[config.mk]
export PLATFORM = sky130hd
export DESIGN_NAME = regfile_wb_ctrl
export DESIGN_NICKNAME = d
export VERILOG_FILES = /design/src/rtl/regwb_pkg.sv /design/src/rtl/regwb_fifo.sv /design/src/rtl/regfile_wb_ctrl.sv
export SDC_FILE = /design/constraint.sdc
export NUM_CORES = 1
export LEC_CHECK = 0
export CAP_MARGIN = 20
export CORE_ASPECT_RATIO = 1.25
export CORE_MARGIN = 4
export CORE_UTILIZATION = 54
export CTS_BUF_LIST = sky130_fd_sc_hd__clkbuf_16
export CTS_CLUSTER_SIZE = 20
export DETAILED_ROUTE_END_ITERATION = 16
export GPL_ROUTABILITY_DRIVEN = 0
export HOLD_SLACK_MARGIN = 0.06
export PLACE_DENSITY = 0.9
export SETUP_SLACK_MARGIN = 0.1
export SYNTH_ARGS = -nofsm -noshare
export SYNTH_HDL_FRONTEND = slang
export SYNTH_SLANG_ARGS = --single-unit
[constraint.sdc]
create_clock -name clk -period 4.4 [get_ports clk]
set_clock_uncertainty 0.15 [all_clocks]
set_input_delay 0.88 -clock clk [delete_from_list [all_inputs] [get_ports clk]]
set_output_delay 0.88 -clock clk [all_outputs]
set_load 0.1 [all_outputs]
[src/rtl/regwb_pkg.sv]
// Shared types for the register-file write-back controller: register index,
// FSM state encoding and the queued write entry.
package regwb_pkg;

    localparam int DEF_DATA_W = 4;
    localparam int NUM_REGS   = 2;
    localparam int REG_IDX_W  = $clog2(NUM_REGS);

    typedef logic [REG_IDX_W-1:0] regIdx_t;

    typedef enum logic [1:0] {
        ST_IDLE,
        ST_ISSUE,
        ST_STALL
    } wbState_t;

    typedef struct packed {
        regIdx_t               dest;
        logic [DEF_DATA_W-1:0] data;
    } wbEntry_t;

endpackage

[src/rtl/regwb_fifo.sv]
// Circular buffer of pending register writes with per-entry valid/dest export.
// With WB_COALESCE_EN defined it can also overwrite the youngest entry's data.
module regwb_fifo
    import regwb_pkg::*;
#(
    parameter int DEPTH = 2
) (
    input  logic                     clk,
    input  logic                     reset,
    input  logic                     i_push,
    input  logic                     i_pop,
    input  logic                     i_flush,
    input  wbEntry_t                 i_pushEntry,
`ifdef WB_COALESCE_EN
    input  logic                     i_coalesce,
    output regIdx_t                  o_youngestDest,
`endif
    output wbEntry_t                 o_head,
    output logic [$clog2(DEPTH):0]   o_count,
    output logic [DEPTH-1:0]         o_valid,
    output regIdx_t [DEPTH-1:0]      o_dest
);

    localparam int PTR_W = $clog2(DEPTH);
    localparam logic [PTR_W-1:0] PTR_ONE = PTR_W'(1);
    localparam logic [PTR_W:0]   CNT_ONE = (PTR_W+1)'(1);

    wbEntry_t         r_mem [DEPTH];
    logic [PTR_W-1:0] r_wrPtr;
    logic [PTR_W-1:0] r_rdPtr;
    logic [PTR_W:0]   r_count;
    logic [DEPTH-1:0] r_valid;

`ifdef WB_COALESCE_EN
    logic [PTR_W-1:0] w_youngestPtr;
    assign w_youngestPtr  = r_wrPtr - PTR_ONE;
    assign o_youngestDest = r_mem[w_youngestPtr].dest;
`endif

    // The pop clear comes before the push set so a full push+pop on the same slot keeps it valid.
    always_ff @(posedge clk) begin
        if (reset || i_flush) begin
            r_wrPtr <= '0;
            r_rdPtr <= '0;
            r_count <= '0;
            r_valid <= '0;
        end else begin
            if (i_pop) begin
                r_valid[r_rdPtr] <= 1'b0;
                r_rdPtr          <= r_rdPtr + PTR_ONE;
            end
`ifdef WB_COALESCE_EN
            if (i_coalesce) begin
                r_mem[w_youngestPtr].data <= i_pushEntry.data;
            end
`endif
            if (i_push) begin
                r_mem[r_wrPtr]   <= i_pushEntry;
                r_valid[r_wrPtr] <= 1'b1;
                r_wrPtr          <= r_wrPtr + PTR_ONE;
            end
            if (i_push && !i_pop) begin
                r_count <= r_count + CNT_ONE;
            end else if (!i_push && i_pop) begin
                r_count <= r_count - CNT_ONE;
            end
        end
    end

    always_comb begin
        for (int i = 0; i < DEPTH; i++) begin
            o_dest[i] = r_mem[i].dest;
        end
    end

    assign o_head  = r_mem[r_rdPtr];
    assign o_count = r_count;
    assign o_valid = r_valid;

endmodule

[src/rtl/regfile_wb_ctrl.sv]
// Write-side driver for the R0/R1 register file: queues write-backs, issues one per cycle.
// Optional WB_COALESCE_EN merges a push into the youngest queued entry with the same dest.
module regfile_wb_ctrl
    import regwb_pkg::*;
#(
    parameter int DATA_W = DEF_DATA_W,
    parameter int DEPTH  = 2,
    parameter int CNT_W  = 8
) (
    input  logic                clk,
    input  logic                reset,
    input  logic                wb_valid,
    output logic                wb_ready,
    input  logic                wb_dest,
    input  logic [DATA_W-1:0]   wb_data,
    input  logic                hold,
    input  logic                flush,
    output logic                write_en,
    output logic                select_line,
    output logic [DATA_W-1:0]   data_in,
    output logic [NUM_REGS-1:0] pending,
    output logic [CNT_W-1:0]    wr_count
);

    localparam int PTR_W = $clog2(DEPTH);
    localparam logic [PTR_W:0]   FULL_CNT = (PTR_W+1)'(DEPTH);
    localparam logic [PTR_W:0]   CNT_ONE  = (PTR_W+1)'(1);
    localparam logic [CNT_W-1:0] WR_ONE   = CNT_W'(1);

    wbState_t          r_state;
    logic              r_writeEn;
    regIdx_t           r_selectLine;
    logic [DATA_W-1:0] r_dataIn;
    logic [CNT_W-1:0]  r_wrCount;

    wbEntry_t             w_head;
    wbEntry_t             w_pushEntry;
    logic [PTR_W:0]       w_count;
    logic [PTR_W:0]       w_nextCount;
    logic [DEPTH-1:0]     w_valid;
    regIdx_t [DEPTH-1:0]  w_dest;
    logic                 w_pop;
    logic                 w_accept;
    logic                 w_push;
    logic                 w_coalesceHit;
    logic [NUM_REGS-1:0]  w_pending;

    // Non-IDLE always means the queue holds something, so the state alone gates issue.
    assign w_pop = (r_state != ST_IDLE) && !hold && !flush;

`ifdef WB_COALESCE_EN
    regIdx_t w_youngestDest;
    // Never merge into an entry that is leaving the queue this same cycle.
    assign w_coalesceHit = (w_count != '0) && (w_youngestDest == wb_dest)
                           && !(w_pop && (w_count == CNT_ONE));
`else
    assign w_coalesceHit = 1'b0;
`endif

    assign wb_ready    = !reset && ((w_count < FULL_CNT) || w_pop || w_coalesceHit);
    assign w_accept    = wb_valid && wb_ready && !flush;
    assign w_push      = w_accept && !w_coalesceHit;
    assign w_pushEntry = {wb_dest, wb_data};

    regwb_fifo #(
        .DEPTH(DEPTH)
    ) u_fifo (
        .clk            (clk),
        .reset          (reset),
        .i_push         (w_push),
        .i_pop          (w_pop),
        .i_flush        (flush),
        .i_pushEntry    (w_pushEntry),
`ifdef WB_COALESCE_EN
        .i_coalesce     (w_accept && w_coalesceHit),
        .o_youngestDest (w_youngestDest),
`endif
        .o_head         (w_head),
        .o_count        (w_count),
        .o_valid        (w_valid),
        .o_dest         (w_dest)
    );

    always_comb begin
        w_nextCount = w_count;
        if (w_push && !w_pop) begin
            w_nextCount = w_count + CNT_ONE;
        end else if (!w_push && w_pop) begin
            w_nextCount = w_count - CNT_ONE;
        end
    end

    // FSM and registered register-file interface; select_line/data_in hold between writes.
    always_ff @(posedge clk) begin
        if (reset) begin
            r_state      <= ST_IDLE;
            r_writeEn    <= 1'b0;
            r_selectLine <= '0;
            r_dataIn     <= '0;
            r_wrCount    <= '0;
        end else begin
            r_writeEn <= w_pop;
            if (w_pop) begin
                r_selectLine <= w_head.dest;
                r_dataIn     <= w_head.data;
                r_wrCount    <= r_wrCount + WR_ONE;
            end
            case (r_state)
                ST_IDLE: begin
                    if (w_push) r_state <= ST_ISSUE;
                end
                ST_ISSUE: begin
                    if (flush || w_nextCount == '0) r_state <= ST_IDLE;
                    else if (hold)                  r_state <= ST_STALL;
                end
                ST_STALL: begin
                    if (flush || w_nextCount == '0) r_state <= ST_IDLE;
                    else if (!hold)                 r_state <= ST_ISSUE;
                end
                default: r_state <= ST_IDLE;
            endcase
        end
    end

    always_comb begin
        w_pending = '0;
        for (int i = 0; i < DEPTH; i++) begin
            if (w_valid[i]) w_pending[w_dest[i]] = 1'b1;
        end
        if (r_writeEn) w_pending[r_selectLine] = 1'b1;
    end

    assign write_en    = r_writeEn;
    assign select_line = r_selectLine;
    assign data_in     = r_dataIn;
    assign pending     = w_pending;
    assign wr_count    = r_wrCount;

endmodule
==> results.py, run 1 <==
metrics = {
    "global_routing": {
        "antenna_found_initial": 0,
        "grt_overflow": 0,
        "grt_pass1_vias": 1038,
        "grt_pass1_wl_um": 4640,
        "grt_max_degree": 19,
        "track_usage": 0.188,
    },
    "placed_design": {
        "io_buffers": 26,
        "dp_hpwl_um": 1980,
        "dp_cells": 187,
    },
    "critical_path": {
        "r2r_setup_slack_ps": 2430,
        "worstSetupEndpointType": "output pin",
        "worst_setup_path_start_kind": "input pin",
        "worstReg2RegEnd": "u_fifo.r_mem[1][4]",
        "path_max_fanout": 6,
        "worstPathRequired_ps": 3370,
        "crit_arrival_ps": 2260,
        "worstRegToRegCells": 4,
        "path_class": "in -> out",
        "r2r-start": "r_state[1]",
    },
    "detailed_routing": {
        "wl_per_cell_um": 13.9,
        "drcViolationCount": 0,
        "via_count": 1043,
        "drt_pre_antenna_iters": 4,
        "drt_iter0_drc": 39,
        "antenna_left": 0,
        "routed_wirelength_um": 2710,
        "via_per_inst": 5.35,
    },
    "finish": {
        "fin_cells": 195,
        "multi_input_comb_area_um2": 596,
        "final_nets": 172,
        "antenna_cells": 0,
        "fillers": 189,
        "register_area_um2": 741,
        "drive_above_1_share": 0.105,
        "area_growth_pct": 29.5,
    },
    "power_and_ir_drop": {
        "leakage_nw": 0.598,
        "power.density_nw_per_um2": 380,
        "ir_drop_uv": 329,
    },
    "synthesis": {
        "synth_top_cell_by_area": "dfxtp_1",
        "synth.top_cell.area_share": 0.318,
        "yosysUniqueCellTypes": 36,
        "ys_ff_latch": 32,
        "syn_nets": 145,
        "synth.avg_cell_area_um2": 10.3,
        "seq_area_frac_synth": 0.535,
        "synth_area_um2": 1390,
        "ys_top_cells_by_area": "dfxtp_1 32%, edfxtp_1 22%, xnor2_1 5.7%",
        "synth_cells": 134,
        "ys_warn_count": 0,
    },
    "job": {
        "drv_cap": 0,
    },
    "sta": {
        "max_slew_margin": 0.345,
        "min_period_ps": 3290,
        "grt_setup_unrepaired": "false",
        "fin_crit_sh": 0.748,
        "tns_ps": 0,
        "setup_viol": 0,
        "tightest_slew_ps": 980,
        "hold_viol": 0,
        "fmax_ghz": 0.304,
        "maxSlewViolCount": 0,
    },
    "cts": {
        "ctsHtreeMaxLevel": 2,
        "cts_resized": 0,
        "cts_sinks": 32,
        "cts_root_buf": "clkbuf_16",
        "insertion_delay_ps": 270,
        "cts_setup_buffers": 0,
        "cts_hold_buf": 0,
        "cts_tree": "yes",
        "clk_pin_slew_ps": 50,
        "cts_buffers": 5,
        "clk_path_buf_depth": 2,
    },
    "floorplanning": {
        "fp.dieH_um": 64.6,
        "rows": 20,
        "core_area_um2": 2450,
        "die-area_um2": 3440,
        "start_util": 0.565,
        "die_x_um": 53.3,
        "ios": 27,
    },
    "min_path": {
        "hold_depth": 2,
        "min_path_type": "reg -> reg",
        "whs_endpoint": "u_fifo.o_valid[0]",
        "holdCritStartpoint": "u_fifo.o_valid[0]",
    },
    "outcome": {
        "status": "completed",
    },
}
worst max-delay path, stage by stage:
cell,delay (ps)
clkdlybuf4s50_1,470
nor2_1,250
nand2_1,180
a21oi_1,180
buf_4,300
Yosys cell counts:
cell and instances:
buf_1 1, nor2b_1 1, inv_1 4, edfxtp_1 10
mux2i_1 6, nand3_1 5, buf_4 1, or2_1 1
clkbuf_1 2, or2_2 4, a31oi_1 4, ha_1 1
a211oi_1 5, nand2_1 4, o21a_1 2, nor2_4 1
o221ai_1 1, xnor2_1 9, dfxtp_1 22, nor4_2 1
xor2_1 1, a222oi_1 1, buf_2 3, nand2b_1 2
o211a_1 1, or3_1 1, nor2_1 19, nand3b_1 1
nor4b_2 2, nor2_2 1, nor3_1 6, a21oi_1 5
nand4_1 2, or4_1 1, o21ai_0 2, o21ai_2 1
sequential cells by signal, summed over array words and instances (netlist names):
name            cells
u_fifo.r_mem       10
wr_count            8
data_in             4
r_state             2
u_fifo.o_count      2
u_fifo.o_valid      2
select_line         1
u_fifo.r_rdPtr      1
u_fifo.r_wrPtr      1
write_en            1
where the power goes:
| part | internal, W | total, W | switching (W) | leakage, nW |
|---|---|---|---|---|
| combinational | 0.0000191 | 0.0000542 | 0.0000351 | 0.260 |
| sequential | 0.000310 | 0.000314 | 0.00000377 | 0.269 |
| clock | 0.000203 | 0.000313 | 0.000111 | 0.0701 |
| total | 0.000532 | 0.000681 | 0.000150 | 0.598 |
placed cells by master, fill, tap and decap left out, drive strengths merged, types with 2 or more instances in the layout:
cell type / instances
inv: 5
nor4b: 2
edfxtp: 10
nand2b: 2
xnor2: 9
o21a: 2
nand2: 4
mux2i: 6
clkbuf: 5
buf: 2
clkdlybuf4s50: 25
nor2: 21
o21ai: 3
a211oi: 5
nand4: 2
clkinv: 2
nand3: 5
a21oi: 5
a31oi: 4
or2: 5
nor3: 6
dfxtp: 22
metrics by stage:
step                power [W]  cell area, um^2   util  setup slack [ps]  hold slack (ps)
floorplan            0.000356             1390      -               664              313
global placement     0.000372             1660  0.676              1190              339
detailed placement   0.000373             1660  0.676              1130              347
CTS                  0.000690             1790  0.732              1120              352
global route         0.000705             1790  0.732               993              370
finish               0.000681             1790  0.732              1110              351
final cells by class:
| type | count | share of cell area |
|---|---|---|
| clock buffers | 5 | 0.0697 |
| clock inverters | 3 | 0.00628 |
| inverters | 4 | 0.00837 |
| multi-input cells | 91 | 0.332 |
| flip-flops and latches | 32 | 0.413 |
| well taps | 33 | 0.0230 |
| repair buffers | 27 | 0.148 |
cell families after synthesis:
logic type,Yosys count,share of synthesized area
DFF,32,0.535
buffers and inverters,11,0.0352
muxes,6,0.0434
AOI/OAI and AO/OA,22,0.108
adders and majority gates,1,0.00903
xor gates and xnor gates,10,0.0632
and+or+nand+nor,52,0.206
per-layer routing:
layer | track usage | vias to the layer above | share of wire
met5 | 0 | - | 0
met4 | 0.102 | 0 | 0.019
met3 | 0.0759 | 4 | 0.066
met2 | 0.293 | 30 | 0.51
met1 | 0.212 | 482 | 0.41
li1 | - | 527 | -
how the worst max path moves through the flow:
stage	slack [ps]	endpoint	start
floorplan	660	wb_ready	flush
global placement	1190	wb_ready	hold
detailed placement	1130	wb_ready	flush
CTS	1120	wb_ready	hold
global route	990	wb_ready	flush
finish	1110	wb_ready	hold
Power figures use the tool's default switching activity.
==> run 2, diff against run 1 <==
--- a/config.mk
+++ b/config.mk
@@ -8,13 +8,13 @@
 export CAP_MARGIN = 20
 export CORE_ASPECT_RATIO = 1.25
 export CORE_MARGIN = 4
-export CORE_UTILIZATION = 54
+export CORE_UTILIZATION = 50
 export CTS_BUF_LIST = sky130_fd_sc_hd__clkbuf_16
 export CTS_CLUSTER_SIZE = 20
 export DETAILED_ROUTE_END_ITERATION = 16
 export GPL_ROUTABILITY_DRIVEN = 0
 export HOLD_SLACK_MARGIN = 0.06
-export PLACE_DENSITY = 0.9
+export PLACE_DENSITY = 0.85
 export SETUP_SLACK_MARGIN = 0.1
 export SYNTH_ARGS = -nofsm -noshare
 export SYNTH_HDL_FRONTEND = slang
==> constraint.sdc (replaced) <==
create_clock -name clk -period 3.4 [get_ports clk]
set_clock_uncertainty 0.15 [all_clocks]
set_input_delay 0.68 -clock clk [delete_from_list [all_inputs] [get_ports clk]]
set_output_delay 0.68 -clock clk [all_outputs]
set_load 0.1 [all_outputs]
==> results.py, run 2 (synthesis gave the netlist of run 1 again) <==
metrics = {
    "critical_path": {
        "crit_arrival_ps": 2000,
        "path_max_fanout": 6,
        "path_class": "in -> out",
        "r2r_setup_slack_ps": 1640,
        "worst_setup_path_start_kind": "input pin",
        "worstPathRequired_ps": 2570,
        "worstSetupEndpointType": "output pin",
    },
    "job": {
        "drv_cap": 0,
    },
    "global_routing": {
        "grt_pass1_vias": 995,
        "antenna_found_initial": 0,
        "grtUsageMet2": 0.277,
        "grt.met3_usage": 0.0694,
        "grt_overflow": 0,
        "globalRouteMet1Util": 0.193,
        "busiest_layer": "met2",
        "grt_max_degree": 16,
        "track_usage": 0.172,
        "grt_pass1_wl_um": 4400,
    },
    "cts": {
        "ctsHtreeMaxLevel": 2,
        "cts_sinks": 32,
        "cts_resized": 0,
        "clk_path_buf_depth": 2,
        "cts_setup_buffers": 0,
        "clk_pin_slew_ps": 50,
        "cts_hold_buf": 0,
        "cts_buffers": 5,
        "cts_root_buf": "clkbuf_16",
        "cts_tree": "yes",
        "insertion_delay_ps": 270,
    },
    "sta": {
        "max_slew_margin": 0.658,
        "fin_crit_sh": 0.831,
        "tns_ps": 0,
        "grt_setup_unrepaired": "false",
        "hold_viol": 0,
        "fmax_ghz": 0.354,
        "maxSlewViolCount": 0,
        "min_period_ps": 2830,
        "tightest_slew_ps": 512,
        "holdWs_ps": 357,
        "setup_viol": 0,
    },
    "floorplanning": {
        "start_util": 0.517,
        "ios": 27,
        "die-area_um2": 3680,
        "core_area_um2": 2680,
        "fp.dieH_um": 66.8,
        "rows": 21,
        "die_x_um": 55.1,
    },
    "finish": {
        "top_register": "u_fifo.r_mem",
        "utilization": 0.676,
        "antenna_cells": 0,
        "area_growth_pct": 30.9,
        "drive_above_1_share": 0.233,
        "final_common_cell": "dfxtp_1",
        "fillers": 220,
        "final_nets": 173,
        "most-common-layout-cells": "22 x dfxtp_1, 19 x nor2_1, 18 x buf_4",
        "largest_register_ffs": 10,
    },
    "detailed_routing": {
        "via_per_inst": 5.30,
        "antenna_left": 0,
        "drt_iter0_drc": 20,
        "drcViolationCount": 0,
        "routed_wirelength_um": 2660,
        "drt_pre_antenna_iters": 5,
        "wl_per_cell_um": 13.5,
        "via_count": 1044,
    },
    "outcome": {
        "status": "completed",
    },
    "placed_design": {
        "dp_hpwl_um": 1970,
        "io_buffers": 26,
    },
    "min_path": {
        "min_path_type": "reg -> reg",
    },
    "power_and_ir_drop": {
        "ir_drop_uv": 549,
        "leakage_nw": 0.657,
        "power.density_nw_per_um2": 533,
    },
}
## run 2: worst paths after layout
path              start                 end  cells past startpoint
max                hold            wb_ready                      5
min          data_in[0]          data_in[0]                      2
max reg2reg  r_state[1]  u_fifo.r_mem[0][1]                      4
min reg2reg  data_in[0]          data_in[0]                      2
## run 2: critical path, stage by stage
cell	delay (ps)
clkdlybuf4s50_1	460
nor2_1	240
nand2_1	190
a21oi_2	230
buf_12	190
## run 2: layout make-up
type / instances / area, um^2 / area share
Sequential cell: 32 / 741 / 0.409
Multi-Input combinational cell: 91 / 606 / 0.334
Timing Repair Buffer: 28 / 245 / 0.135
Clock buffer: 5 / 125 / 0.0690
Tap cell: 34 / 42.5 / 0.0235
Clock inverter: 3 / 38.8 / 0.0214
Inverter: 4 / 15.0 / 0.00828
## run 2: stage by stage
stage	power (W)	instance area [um^2]	setup slack (ps)	std cells
after floorplan	0.000461	1400	540	134
after global placement	0.000484	1650	641	189
after detailed placement	0.000485	1650	604	189
after CTS	0.000979	1810	593	197
after global routing	0.00100	1810	517	197
final	0.000965	1810	574	197
## run 2: layer usage
metal  wire (um)  part of all wire
met1        1070              0.40
met4          29             0.011
met5           0                 0
met2        1390              0.52
met3         164             0.062
## run 2: report_power, final
| group | switching [W] | leakage (nW) | internal (W) |
|---|---|---|---|
| Clock | 0.000147 | 0.0850 | 0.000340 |
| Sequential | 0.00000532 | 0.269 | 0.000401 |
| Combinational | 0.0000456 | 0.303 | 0.0000263 |
==> run 3, diff against run 2 <==
==> constraint.sdc (replaced) <==
create_clock -name clk -period 2.82 [get_ports clk]
set_clock_uncertainty 0.15 [all_clocks]
set_input_delay 0.564 -clock clk [delete_from_list [all_inputs] [get_ports clk]]
set_output_delay 0.564 -clock clk [all_outputs]
set_load 0.1 [all_outputs]
==> results.py, run 3 (synthesis gave the netlist of run 1 again) <==
metrics = {
    "outcome": {
        "status": "completed",
    },
    "global_routing": {
        "grt_pass1_vias": 1038,
        "busiest_layer": "met2",
        "grt_pass1_wl_um": 4560,
        "grtUsageMet2": 0.287,
        "globalRouteMet1Util": 0.201,
        "antenna_found_initial": 0,
        "track_usage": 0.177,
        "grt_overflow": 0,
        "grt.met3_usage": 0.0604,
        "grt_max_degree": 16,
    },
    "cts": {
        "clk_path_buf_depth": 2,
        "insertion_delay_ps": 280,
        "cts_hold_buf": 0,
        "ctsHtreeMaxLevel": 2,
        "clk_pin_slew_ps": 50,
        "cts_root_buf": "clkbuf_16",
        "cts_setup_buffers": 0,
        "cts_buffers": 5,
        "cts_tree": "yes",
        "cts_sinks": 32,
    },
    "finish": {
        "top_register": "u_fifo.r_mem",
        "utilization": 0.675,
        "largest_register_ffs": 10,
        "fillers": 216,
        "area_growth_pct": 30.5,
        "final_nets": 174,
        "most-common-layout-cells": "22 x dfxtp_1, 19 x buf_4, 18 x nor2_1",
        "final_common_cell": "dfxtp_1",
        "drive_above_1_share": 0.250,
        "antenna_cells": 0,
    },
    "sta": {
        "max_slew_margin": 0.643,
        "fin_crit_sh": 0.905,
        "tns_ps": 0,
        "grt_setup_unrepaired": "false",
        "min_period_ps": 2550,
        "fmax_ghz": 0.392,
        "maxSlewViolCount": 0,
        "tightest_slew_ps": 535,
        "holdWs_ps": 350,
        "hold_viol": 0,
        "setup_viol": 0,
    },
    "floorplanning": {
        "fp.dieH_um": 66.8,
        "start_util": 0.517,
        "die_x_um": 55.1,
        "rows": 21,
        "core_area_um2": 2680,
        "ios": 27,
        "die-area_um2": 3680,
    },
    "power_and_ir_drop": {
        "ir_drop_uv": 606,
        "leakage_nw": 0.643,
        "power_w": 0.00110,
        "power.density_nw_per_um2": 608,
    },
    "job": {
        "drv_cap": 0,
    },
    "placed_design": {
        "io_buffers": 26,
        "dp_hpwl_um": 1970,
    },
    "detailed_routing": {
        "drcViolationCount": 0,
        "drt_iter0_drc": 25,
        "via_count": 1084,
        "drt_pre_antenna_iters": 4,
        "wl_per_cell_um": 13.6,
        "antenna_left": 0,
        "via_per_inst": 5.47,
        "routed_wirelength_um": 2690,
    },
    "critical_path": {
        "path_class": "in -> out",
        "critPathMaxStageDelay_ps": 460,
        "slowest_stage": "clkdlybuf4s50_1",
        "critical_path.cell_chain": "clkdlybuf4s50_1 > nor2_2 > nand2_1 > a21oi_2 > buf_12",
        "worst_setup_path_start_kind": "input pin",
        "path_max_fanout": 6,
        "crit_arrival_ps": 1840,
        "worstSetupEndpointType": "output pin",
        "worstPathRequired_ps": 2110,
    },
    "min_path": {
        "min_path_type": "reg -> reg",
    },
}
==> run 3: path summary, 6_finish.rpt <==
path         startpoint                  to  slack (ps)  cells after the start
min reg2reg  data_in[1]          data_in[1]         350                      2
max reg2reg  r_state[0]  u_fifo.r_mem[0][3]        1110                      4
min          data_in[1]          data_in[1]         350                      2
max               flush            wb_ready         270                      5
==> run 3: stage by stage <==
step | setup slack [ps] | cells | instance area, um^2
floorplan | 76.3 | 134 | 1400
global placement | 299 | 190 | 1660
detailed placement | 214 | 190 | 1660
CTS | 212 | 198 | 1810
global route | 152 | 198 | 1810
finish | 267 | 198 | 1810
==> run 3: worst max-delay path, delay by kind of cell <==
kind | cells | cell delay, ps
simple gates | 2 | 380
compound gates | 1 | 230
buf+inv | 2 | 660
==> run 3: report_power, final <==
part | total [W] | internal, W | switching (W)
clock network | 0.000522 | 0.000327 | 0.000195
registers | 0.000489 | 0.000483 | 0.00000612
logic | 0.0000887 | 0.0000328 | 0.0000559
==> run 3: cell type report <==
class,count,area (um^2),area share
clock buffers,5,125,0.0692
repair buffers,29,253,0.140
inverters,4,15.0,0.00830
multi-input cells,91,608,0.336
flip-flops and latches,32,741,0.410
well taps,34,42.5,0.0235
clock inverters,3,23.8,0.0131
==> run 3: repair_timing <==
| action | CTS | global route |
|---|---|---|
| gates resized for setup | 0 | 1 |
| setup endpoints to repair | 0 | 1 |
| hold endpoints to repair | 0 | 0 |
==> run 3: layer usage <==
metal  vias to the layer above  part of all wire
li1                        531                 -
met1                       520              0.41
met2                        27              0.51
met3                         6             0.056
met4                         0             0.021
met5                         -                 0
==> RTL change 1: new RTL, flow settings as in run 2 <==
Put one more register stage on the output `wr_count`, cleared by the reset. The value now appears one clock later. The other outputs are not delayed to match.
--- a/src/rtl/regfile_wb_ctrl.sv
+++ b/src/rtl/regfile_wb_ctrl.sv
@@ -136,3 +136,9 @@
     assign pending     = w_pending;
-    assign wr_count    = r_wrCount;
+    always_ff @(posedge clk) begin
+        if (reset) begin
+            wr_count <= '0;
+        end else begin
+            wr_count <= r_wrCount;
+        end
+    end
 
Check against the original RTL: not equivalent (a bounded check fails within 4 cycles, from zero or initial values and one cycle with reset high).
==> RTL change 1 against run 2 <==
- via count up 12%
- total power is 5.1% higher
- global-route usage fell by 1.0 points
- wire length grew 14%
- synthesized area grew 20%
- sequential cell count is 8 higher
- synthesized cell count rose by 14%
- final area rose by 12%
- sequential power is 23% higher
- register-to-register slack gained 0.08 ns
- setup slack lost 0.027 ns
- largest cell class unchanged
==> RTL change 1: results (changes against run 2) <==
| Metric | Value |
|---|---|
| Status | `finished clean` |
| Share of layout cells above drive strength 1 | `18.8% (-4.5 points)` |
| Nets | `191 (+10%)` |
| Syn Inst Count | `153 (+14%)` |
| FF-to-FF path depth | `3 (-1)` |
| Critical Path Max Stage Delay | `0.55 ns (+0.09 ns)` |
| Syn nets | `164 (+13%)` |
| Number of global-route vias before repair | `1,152 (+16%)` |
| Root buf cell | `clkbuf_16` |
| Fill cells | `259 (+18%)` |
| Reg2reg start | `r_state[0]` |
| DP Area | `1890 um^2 (+15%)` |
| RR Endpoint | `u_fifo.r_mem[1][2]` |
| Worst setup margin | `0.547 ns (-0.0266 ns)` |
| Ys Warns | `0 (unchanged)` |
| Worst-skew pair later-pin latency | `0.28 ns` |
| Antenna violations before repair | `0 (unchanged)` |
| DP HPWL | `2260 um (+14%)` |
| Commonest cells post-synth | `30 x dfxtp_1, 19 x nor2_1, 10 x edfxtp_1` |
| First-pass GRT wire length | `5250 um (+19%)` |
| ANT cells | `0 (unchanged)` |
| Avg WL per Cell | `14.0 um (+3.4%)` |
| Pin count of the biggest net entering global routing | `22 (+6)` |
| Critical Path Start | `flush` |
| GRT Total Usage | `16.2% (-1.0 points)` |
| Worst VDD drop | `0.386 mV (-30%)` |
| FF-to-FF setup slack | `1.72 ns (+0.08 ns)` |
| Final Cell Area | `2030 um^2 (+12%)` |
| Rel. slew slack | `62.8% (-3.0 points)` |
| Critical Path AT | `2.02 ns (+0.02 ns)` |
| Setup crit end | `wb_ready` |
| Worst min-delay path category | `reg2reg` |
| Unique cell type count in the Yosys netlist | `41 (+14%)` |
| Critical path fanouts, max | `7 (+1)` |
| Largest registers | `u_fifo.r_mem: 10 flops, r_wrCount: 8 flops, wr_count: 8 flops` |
| P_leak | `0.000810 uW (+23%)` |
| Placed Instances | `210 (+11%)` |
| Pre-Repair DR Iteration Count | `4 (-1)` |
| Max clock buf depth | `2 (unchanged)` |
| 1st-iter DRT viols | `23 (+15%)` |
| CTS buffer count | `5 (unchanged)` |
| Slowest-stage cell, CP | `clkdlybuf4s50_1` |
| Number of synthesized flops with an enable pin | `10 (unchanged)` |
| Vias per cell | `5.36 (+1.2%)` |
| Largest delay share family, worst path | `buffers and inverters` |
| Seq/Total Area, Yosys | `54.3% (+0.82 points)` |
| Fin cells | `218 (+11%)` |
| Largest cells by area after synthesis | `dfxtp_1 36%, edfxtp_1 18%, nor2_1 4.3%` |
RTL change 1: cell types whose count changed in the layout (fill, tap and decap cells not counted), sizes merged, moves of 3 or more:
| cell | run 2 | this run |
|---|---|---|
| xor2 | 1 | 6 |
| nand3 | 5 | 1 |
| xnor2 | 9 | 3 |
| nor2b | 1 | 8 |
| nand2b | 2 | 5 |
| dfxtp | 22 | 30 |
RTL change 1: area by class of cell:
| class | count | share of cell area [%] |
|---|---|---|
| clock buffers | 5 | 6.16 |
| clock inverters | 3 | 0.801 |
| inverters | 4 | 0.739 |
| multi-input cells | 102 | 33.9 |
| flip-flops and latches | 40 | 44.4 |
| well taps | 37 | 2.28 |
| repair buffers | 27 | 11.7 |
RTL change 1: cells by family (layout without fill, tap and decap cells):
kind of cell	after synthesis	count (layout)	share of synthesized area, %
compound gates	23	23	9.50
fa+ha+maj	1	1	0.754
buf+inv	11	39	4.52
simple gates	63	63	22.5
xor+xnor	9	9	4.75
flops	40	40	54.3
mux	6	6	3.70
RTL change 1: routing by layer:
layer	vias to the layer above	global-route usage, %	wire length [um]	share of wire [%]
li1	588	-	-	-
met1	542	17.5	1180	39
met2	33	29.6	1650	54
met3	6	2.85	156	5.1
met4	0	7.39	55	1.8
met5	-	0	0	0
RTL change 1: worst min path at each step:
stage | start | slack, ns | endpoint | cells after the start
detailed placement | r_wrCount[7] | 0.33 | wr_count[7] | 1
CTS | r_wrCount[7] | 0.33 | wr_count[7] | 1
global placement | r_wrCount[7] | 0.32 | wr_count[7] | 1
floorplan | r_wrCount[1] | 0.31 | r_wrCount[1] | 2
finish | r_wrCount[7] | 0.33 | wr_count[7] | 1
global route | r_wrCount[7] | 0.36 | wr_count[7] | 1
RTL change 1: where the power goes:
group,switching [uW],internal (uW),total [uW]
registers,5.27,494,499
logic,44.6,25.8,70.4
clock network,178,267,445
==> RTL change 2: new RTL, settings of run 2 <==
Made on the original files. `DEPTH` is set to 2 in 2 places; all go to 8.
--- a/src/rtl/regwb_fifo.sv
+++ b/src/rtl/regwb_fifo.sv
@@ -5,3 +5,3 @@
 #(
-    parameter int DEPTH = 2
+    parameter int DEPTH = 8
 ) (
--- a/src/rtl/regfile_wb_ctrl.sv
+++ b/src/rtl/regfile_wb_ctrl.sv
@@ -6,3 +6,3 @@
     parameter int DATA_W = DEF_DATA_W,
-    parameter int DEPTH  = 2,
+    parameter int DEPTH  = 8,
     parameter int CNT_W  = 8
Behaviour: not the same (a bounded check fails within 4 cycles, from zero or initial values and one cycle with reset high).
==> RTL change 2 against run 2 <==
- combinational power increased by 27%
- setup slack got worse by 0.13 ns
- utilization decreased by 6.2 points
- wire length increased to 2.5 times the old value
- final area increased by 110%
- sequential cell count increased by 42
- clock power increased by 75%
- synthesized area increased by 140%
- via count increased by 130%
- total power increased by 96%
==> RTL change 2: results (changes against run 2) <==
| Metric | Value |
|---|---|
| FF-to-FF setup slack | `1.12 ns (-0.52 ns)` |
| Rel. slew slack | `55.9% (-10 points)` |
| H-Tree Level Count | `3 (+1)` |
| 1st-iter DRT viols | `220 (+1000%)` |
| Seq. pwr | `952 uW (+130%)` |
| Number of synthesized flops with an enable pin | `40 (+30)` |
| Seq/Total Area, Yosys | `57.2% (+3.7 points)` |
| Pre-Repair DR Iteration Count | `4 (-1)` |
| Syn Area/Cell | `10.9 um^2 (+5.1%)` |
| Pin count of the biggest net entering global routing | `20 (+4)` |
| Routed WL | `6760 um (+150%)` |
| Nets | `345 (+99%)` |
| Metal1 wirelength | `2710 um (+150%)` |
| GRT Total Usage | `18.6% (+1.4 points)` |
| GR Layer Usage met3 | `5.03% (-1.9 points)` |
| Most used DFF post-synth | `edfxtp_1` |
| Multi-input gate area | `1250 um^2 (+110%)` |
| Comb pwr share | `4.8% (-2.6 points)` |
| Status | `finished clean` |
| Routed met3 length | `372 um (+130%)` |
| Met2 Track Usage GR | `29.7% (+2.0 points)` |
| Unique cell type count in the Yosys netlist | `55 (+53%)` |
| Top achievable clock speed | `338 MHz (-4.4%)` |
| Tot Pwr | `1890 uW (+96%)` |
| Post-Route Hold Slack | `0.347 ns (-0.0101 ns)` |
| Syn nets | `318 (+120%)` |
| Largest cells by area after synthesis | `edfxtp_1 36%, dfxtp_1 21%, a21oi_1 3.5%` |
| Placed Instances | `404 (+110%)` |
| FF-to-FF path depth | `6 (+2)` |
-- RTL change 2: cell count changes after synthesis, moves of 11 or more --
cell / change
nor2_1: +11
edfxtp_1: +30
inv_1: +15
dfxtp_1: +12
a21oi_1: +18
nand2_1: +20
-- RTL change 2: worst paths after layout --
check / start / endpoint
worst min register to register: data_in[0] / data_in[0]
worst max-delay path: flush / wb_ready
worst min-delay path: data_in[0] / data_in[0]
worst max register to register: r_state[0] / u_fifo.r_mem[1][4]
-- RTL change 2: logic make-up after synthesis --
logic type	count (synthesis)	synth area share (%)
muxes	11	3.53
buffers and inverters	36	4.83
AOI/OAI and AO/OA	68	14.4
xor gates and xnor gates	13	3.69
adders and majority gates	5	1.90
and+or+nand+nor	96	14.5
DFF	74	57.2
-- RTL change 2: area by class of cell --
class	instances	share of cell area [%]
flip-flops and latches	74	48.7
multi-input cells	193	32.5
repair buffers	32	7.13
clock buffers	9	5.83
well taps	85	2.75
inverters	20	1.94
clock inverters	7	1.13
